## src/rtl/char_blit.sv

```systemverilog
// char_blit: draws one 8x8 glyph from a registered-read ROM into a byte-wide frame buffer,
// one scanline per FETCH/WAIT/WRITE pass, with bit-reversed pixel order.
module char_blit #(
  parameter int STRIDE = 80,
  parameter int ROWS   = 60,
  parameter int FB_AW  = 16
) (
  input  logic             clock,
  input  logic             reset_n,
  input  logic             start,
  input  logic [6:0]       char_code,
  input  logic [6:0]       col,
  input  logic [5:0]       row,
  output logic             busy,
  output logic             done,
  output logic             err,
  output logic [9:0]       rom_address,
  input  logic [7:0]       rom_q,
  output logic             fb_we,
  output logic [FB_AW-1:0] fb_address,
  output logic [7:0]       fb_data,
  input  logic             fb_ready
);
  typedef enum logic [2:0] {IDLE, FETCH, WAIT, WRITE, DONE} state_t;
  state_t           state_q, state_d;
  logic [6:0]       code_q, code_d, col_q, col_d;
  logic [5:0]       row_q, row_d;
  logic [2:0]       line_q, line_d;
  logic             err_q, err_d;
  logic [7:0]       data_q, data_d, rom_rev;
  logic [FB_AW-1:0] fb_addr;
  logic             bad;
  always_comb begin
    for (int i = 0; i < 8; i++) rom_rev[i] = rom_q[7-i];
  end
  assign bad = 32'(col) >= 32'(STRIDE) || 32'(row) >= 32'(ROWS);
  always_comb begin
    state_d = state_q;
    code_d  = code_q;
    col_d   = col_q;
    row_d   = row_q;
    line_d  = line_q;
    err_d   = err_q;
    data_d  = data_q;
    case (state_q)
      IDLE: if (start) begin
        code_d  = char_code;
        col_d   = col;
        row_d   = row;
        line_d  = 3'd0;
        err_d   = bad;
        state_d = bad ? DONE : FETCH;
      end
      FETCH: state_d = WAIT;
      WAIT: begin
        data_d  = rom_rev;
        state_d = WRITE;
      end
      WRITE: if (fb_ready) begin
        state_d = line_q == 3'd7 ? DONE : FETCH;
        line_d  = line_q + 3'd1;
      end
      DONE: state_d = IDLE;
      default: state_d = IDLE;
    endcase
  end
  always_ff @(posedge clock or negedge reset_n) begin
    if (!reset_n) begin
      state_q <= IDLE;
      code_q  <= '0;
      col_q   <= '0;
      row_q   <= '0;
      line_q  <= '0;
      err_q   <= 1'b0;
      data_q  <= '0;
    end else begin
      state_q <= state_d;
      code_q  <= code_d;
      col_q   <= col_d;
      row_q   <= row_d;
      line_q  <= line_d;
      err_q   <= err_d;
      data_q  <= data_d;
    end
  end
  // modular FB_AW-wide arithmetic gives the truncated scanline address directly
  assign fb_addr     = (FB_AW'(row_q) * FB_AW'(8) + FB_AW'(line_q)) * FB_AW'(STRIDE) + FB_AW'(col_q);
  assign busy        = state_q != IDLE;
  assign done        = state_q == DONE;
  assign err         = done && err_q;
  assign fb_we       = state_q == WRITE;
  assign fb_address  = fb_we ? fb_addr : '0;
  assign fb_data     = data_q;
  assign rom_address = state_q == FETCH ? {code_q, 3'b000} + {7'd0, line_q} : '0;
endmodule

```

## config.mk

```make
export PLATFORM = sky130hd
export DESIGN_NAME = char_blit
export DESIGN_NICKNAME = d
export VERILOG_FILES = /design/src/rtl/char_blit.sv
export SDC_FILE = /design/constraint.sdc
export NUM_CORES = 1
export LEC_CHECK = 0
export CAP_MARGIN = 20
export CORE_UTILIZATION = 50
export CTS_CLUSTER_DIAMETER = 50
export DETAILED_ROUTE_END_ITERATION = 8
export GPL_ROUTABILITY_DRIVEN = 0
export GPL_TIMING_DRIVEN = 0
export MAX_ROUTING_LAYER = met4
export PLACE_DENSITY = 0.89
export SETUP_SLACK_MARGIN = 0.02
export SYNTH_ARGS = -nofsm -noshare
export SYNTH_HDL_FRONTEND = slang
export SYNTH_SLANG_ARGS = --single-unit
```

## constraint.sdc

```tcl
create_clock -name clock -period 5.05 [get_ports clock]
set_input_delay 0.505 -clock clock [delete_from_list [all_inputs] [get_ports clock]]
set_output_delay 0.505 -clock clock [all_outputs]
set_load 0.01 [all_outputs]
```

# ---- After elaboration in Yosys (flattened, before gate mapping)
# Cells that the tools add are included.
dict set report op_classes {
  add_sub_neg 4
  n_mul 1
  magnitude_cmp 2
  n_eq_ne 7
  muxes 10
  n_reduce_logical 8
}
# operator count
set ops {}
lappend ops {{$mux 3} 6}
lappend ops {{$add 16x7->16} 1}
lappend ops {{$mux 16} 1}
lappend ops {{$mul 10x3->12 const B} 1}
lappend ops {{$pmux 3 s4} 1}
lappend ops {{$add 10x3->10} 1}
lappend ops {{$add 9x3->10} 1}
lappend ops {{$mux 10} 1}
lappend ops {{$ge 7x7->1 const B} 1}
lappend ops {{$eq 3x2->1 const B} 2}
lappend ops {{$eq 3x3->1 const B} 2}
lappend ops {{$ge 6x6->1 const B} 1}
lappend ops {{$pmux 3 s2} 1}
lappend ops {{$reduce_and 2->1} 2}
lappend ops {{$add 3x1->3 const B} 1}
lappend ops {{$eq 3x1->1 const B} 1}
lappend ops {{$logic_not 3->1} 1}
lappend ops {{$reduce_and 3->1} 1}
lappend ops {{$reduce_bool 3->1} 1}
lappend ops {{$ne 2x1->1 const B} 1}
lappend ops {{$ne 2x2->1 const B} 1}
lappend ops {{$reduce_bool 2->1} 1}
lappend ops {{$logic_and 1x1->1} 1}
lappend ops {{$logic_or 1x1->1} 1}
dict set report totals {
  ff_bits 35
  input_bits 32
  out_inout_bits 38
  word_cells 39
}

# ---- Logic depth before layout (Yosys ltp)
dict set report logic_depth {
  word_depth 5
  depth_mapped 9
  depth_no_buf 9
}

# ---- Worst setup path after synthesis
# Ideal clock, no wire load.
dict set report synth_path {
  kind {register -> output}
  startpoint {reg line_q[1]}
  endpoint {out fb_address[14]}
  arrival_time_ps 2789
  required_time_ps 4545
  slack_ps 1756
  path_stages_with_launch 9
  n_path_buf 0
  path_cell_list {dfrtp_1 ha_1 ha_1 fa_1 a21o_2 a221oi_1 xor2_1 or4_1 a21oi_1}
}
dict set report synth_between {
  elab_chain_len 4
}
# item line
set synth_rtl {}
lappend synth_rtl {{from (decl)} 28} ;# logic [2:0] line_q, line_d;
lappend synth_rtl {{from (signal assigned)} 81} ;# line_q <= line_d;
lappend synth_rtl {{$add 9x3->10} 87} ;# assign fb_addr = (FB_AW'(row_q) * FB_AW'(8) + FB_AW'(line_q)) * FB_AW'(STRIDE) + FB_AW'(col_q);
lappend synth_rtl {{$mul 10x3->12} 87}
lappend synth_rtl {{$add 16x7->16} 87}
lappend synth_rtl {{$mux 16} 92} ;# assign fb_address = fb_we ? fb_addr : '0;
lappend synth_rtl {{to (decl)} 20} ;# output logic [FB_AW-1:0] fb_address,
# No other way between the ends.

# ---- Final worst setup path
# Ends and elaborated chain as after synthesis.

==> results.json <==
{
  "cts_resized": 0,
  "worstReg2RegEnd": "col_q[6]$_DFFE_PN0P_",
  "drive_above_1_share_pct": 9.52,
  "ys_ff_latch": 35,
  "synth.largest_area_cell": "dfrtp_1",
  "synth_top_area_share_pct": 40.3,
  "fin_crit_sh_pct": 83.7,
  "dp_hpwl_um": 3550,
  "irDropWorstVdd_v": 0.000355,
  "maxSlewViolCount": 0,
  "vias": 1760,
  "worst_pin_slew_ps": 901,
  "path_class": "flip-flop to output pin",
  "power_leakage_nw": 1.35,
  "seqCellArea_um2": 876,
  "syn_area_mm2": 0.00217,
  "async_flop_share_pct": 100,
  "drv_cap": 0,
  "die_area_mm2": 0.00461,
  "gr-total-overflow": 0,
  "worstSetupEndpointType": "output pin",
  "firstDrtPassIters": 5,
  "switching_power_uw": 885,
  "grt_max_degree": 36,
  "synth_most_common_cell": "dfrtp_1",
  "clk_path_buf_depth": 2,
  "synth_edf_count": 0,
  "arrival_ps": 3720,
  "p_sw_share_pct": 40.3,
  "yosysWarnings": 0,
  "ctsRootBufferMaster": "clkbuf_8",
  "min_path_type": "input pin to async pin",
  "fmax_ghz": 0.237,
  "post-route-drc-count": 0,
  "via_per_inst": 5.45,
  "setup_violations": 0,
  "die_w_um": 67.9,
  "wl_um": 4840,
  "ys_types": 44,
  "drt-wirelength-per-cell_um": 15.0,
  "period_minus_slack_ps": 4220,
  "antennaDiodeCount": 0,
  "io_pins": 70,
  "die_h_um": 67.9,
  "crit_required_ps": 4550,
  "pwr-share-clk_pct": 11.0,
  "cts.clk_slew.worst_paths_ps": 70,
  "syn_nets": 250,
  "post-cts-setup-buffers": 0,
  "p_int_mw": 1.31,
  "maxSlewHeadroom_pct": 39.5,
  "yosysSeqAreaShare_pct": 40.3,
  "grt_first_pass_wirelength_um": 7870,
  "drt_iter0_drc": 73,
  "ys_top_cells_by_count": "dfrtp_1, ha_1, and2_1, mux2_1, nor2_1",
  "nets": 326,
  "grt_usage_pct": 24.4,
  "start_kind": "flip-flop",
  "antenna_found_initial": 0,
  "cts_buffers": 5,
  "hold_viol_final": 0,
  "multiInputGateArea_mm2": 0.00126,
  "finalPower_mw": 2.20,
  "cts_tree": "yes",
  "fillCellCount": 307,
  "ant_nets": 0,
  "cts_sinks": 35,
  "reg2reg_depth": 6,
  "insertion_delay_ps": 290,
  "skew_ps": 5.33,
  "grt_pass1_vias": 1669,
  "start_util_pct": 53.2,
  "postCtsHoldBufs": 0,
  "rsz0062_at_grt": "no",
  "syn_area_per_cell_um2": 11.0,
  "ys.flop_type": "dfrtp_1",
  "r2r_start": "state_q[0]$_DFFE_PN0P_",
  "coreArea_mm2": 0.00409,
  "rows": 23,
  "comb_power_share_pct": 65.3,
  "p_per_area_mw_per_mm2": 727,
  "seqPwrFrac_pct": 23.7,
  "cp_max_fo": 6,
  "h-tree-depth": 2,
  "syn_to_final_growth_pct": 39.2,
  "status": "finished, final reports clean",
  "yosys-top-cells-area": "dfrtp_1, ha_1, mux2_1, mux2_2, and2_1",
  "portBuffers": 69,
  "r2r_slack_ps": 2920,
  "fin_tns_setup_ps": 0,
  "synthCells": 197
}
==> placed cells by master, fill, tap and decap left out, drive strengths merged, types with 5 or more instances in the layout <==
cell,Yosys,final
clkdlybuf4s50,0,68
dfrtp,35,35
mux2,29,29
ha,19,19
and2,18,18
nor2,15,15
a21oi,11,11
clkbuf,4,10
nand2,8,8
xnor2,8,8
nor3,5,5
xor2,5,5
a21o,5,5
==> area by class of cell <==
class,instances,share of cell area [%]
well taps,50,2.07
clock buffers,6,2.40
multi-input cells,153,41.7
inverters,3,0.373
flip-flops and latches,35,29.0
plain buffers,6,0.828
clock inverters,1,0.993
repair buffers,69,22.7
==> worst max-delay path: stages (launching register included) <==
cell	delay (ps)
dfrtp_1	460
ha_1	310
ha_1	230
fa_1	410
a21o_2	240
a221oi_1	390
xor2_1	200
or4_1	520
a21oi_1	130
clkdlybuf4s50_1	540
==> per-stage QoR <==
stage	std cells	util, %	hold slack, ps	cell area, µm²	worst slack [ps]
finish	323	74.0	278	3020	825
CTS	323	74.0	295	3020	793
global placement	316	71.6	458	2930	1200
global route	323	74.0	352	3020	647
floorplan	197	-	209	2170	1760
detailed placement	316	71.5	466	2920	1150
==> how the worst max path moves through the flow <==
stage	end	depth (start not counted)	from
global route	fb_address[14]	9	line_q[1]$_DFFE_PN0P_
CTS	fb_address[14]	9	line_q[1]$_DFFE_PN0P_
global placement	fb_address[14]	9	line_q[1]$_DFFE_PN0P_
finish	fb_address[14]	9	line_q[1]$_DFFE_PN0P_
floorplan	fb_address[14]	8	line_q[1]$_DFFE_PN0P_
detailed placement	fb_address[14]	9	line_q[1]$_DFFE_PN0P_
==> state kept, by name, summed over array words and instances, names as in the netlist <==
register  flops
state_q       3
col_q         7
row_q         6
fb_data       8
err_q         1
code_q        7
line_q        3
==> metal layers <==
| layer | GRT usage, % | wire [µm] | vias up |
|---|---|---|---|
| li1 | - | - | 852 |
| met1 | 31.5 | 2140 | 835 |
| met2 | 37.1 | 2410 | 62 |
| met3 | 4.00 | 192 | 11 |
| met4 | 12.2 | 98 | 0 |
| met5 | - | 0 | - |
==> logic make-up after synthesis <==
group | Yosys count | synth area share, %
fa+ha+maj | 21 | 12.8
simple gates | 60 | 15.1
mux | 30 | 15.5
buf+inv | 9 | 1.67
flops | 35 | 40.3
compound gates | 29 | 9.04
xor+xnor | 13 | 5.59
==> power by group through the flow <==
stage	combinational [mW]	sequential (mW)	clock, mW
final	1.44	0.520	0.242
after global routing	1.59	0.543	0.259
after CTS	1.44	0.521	0.247
after detailed placement	1.42	0.523	0
after global placement	1.38	0.512	0
after floorplan	0.919	0.509	0
Note: power is estimated with default switching activity, not from simulation.
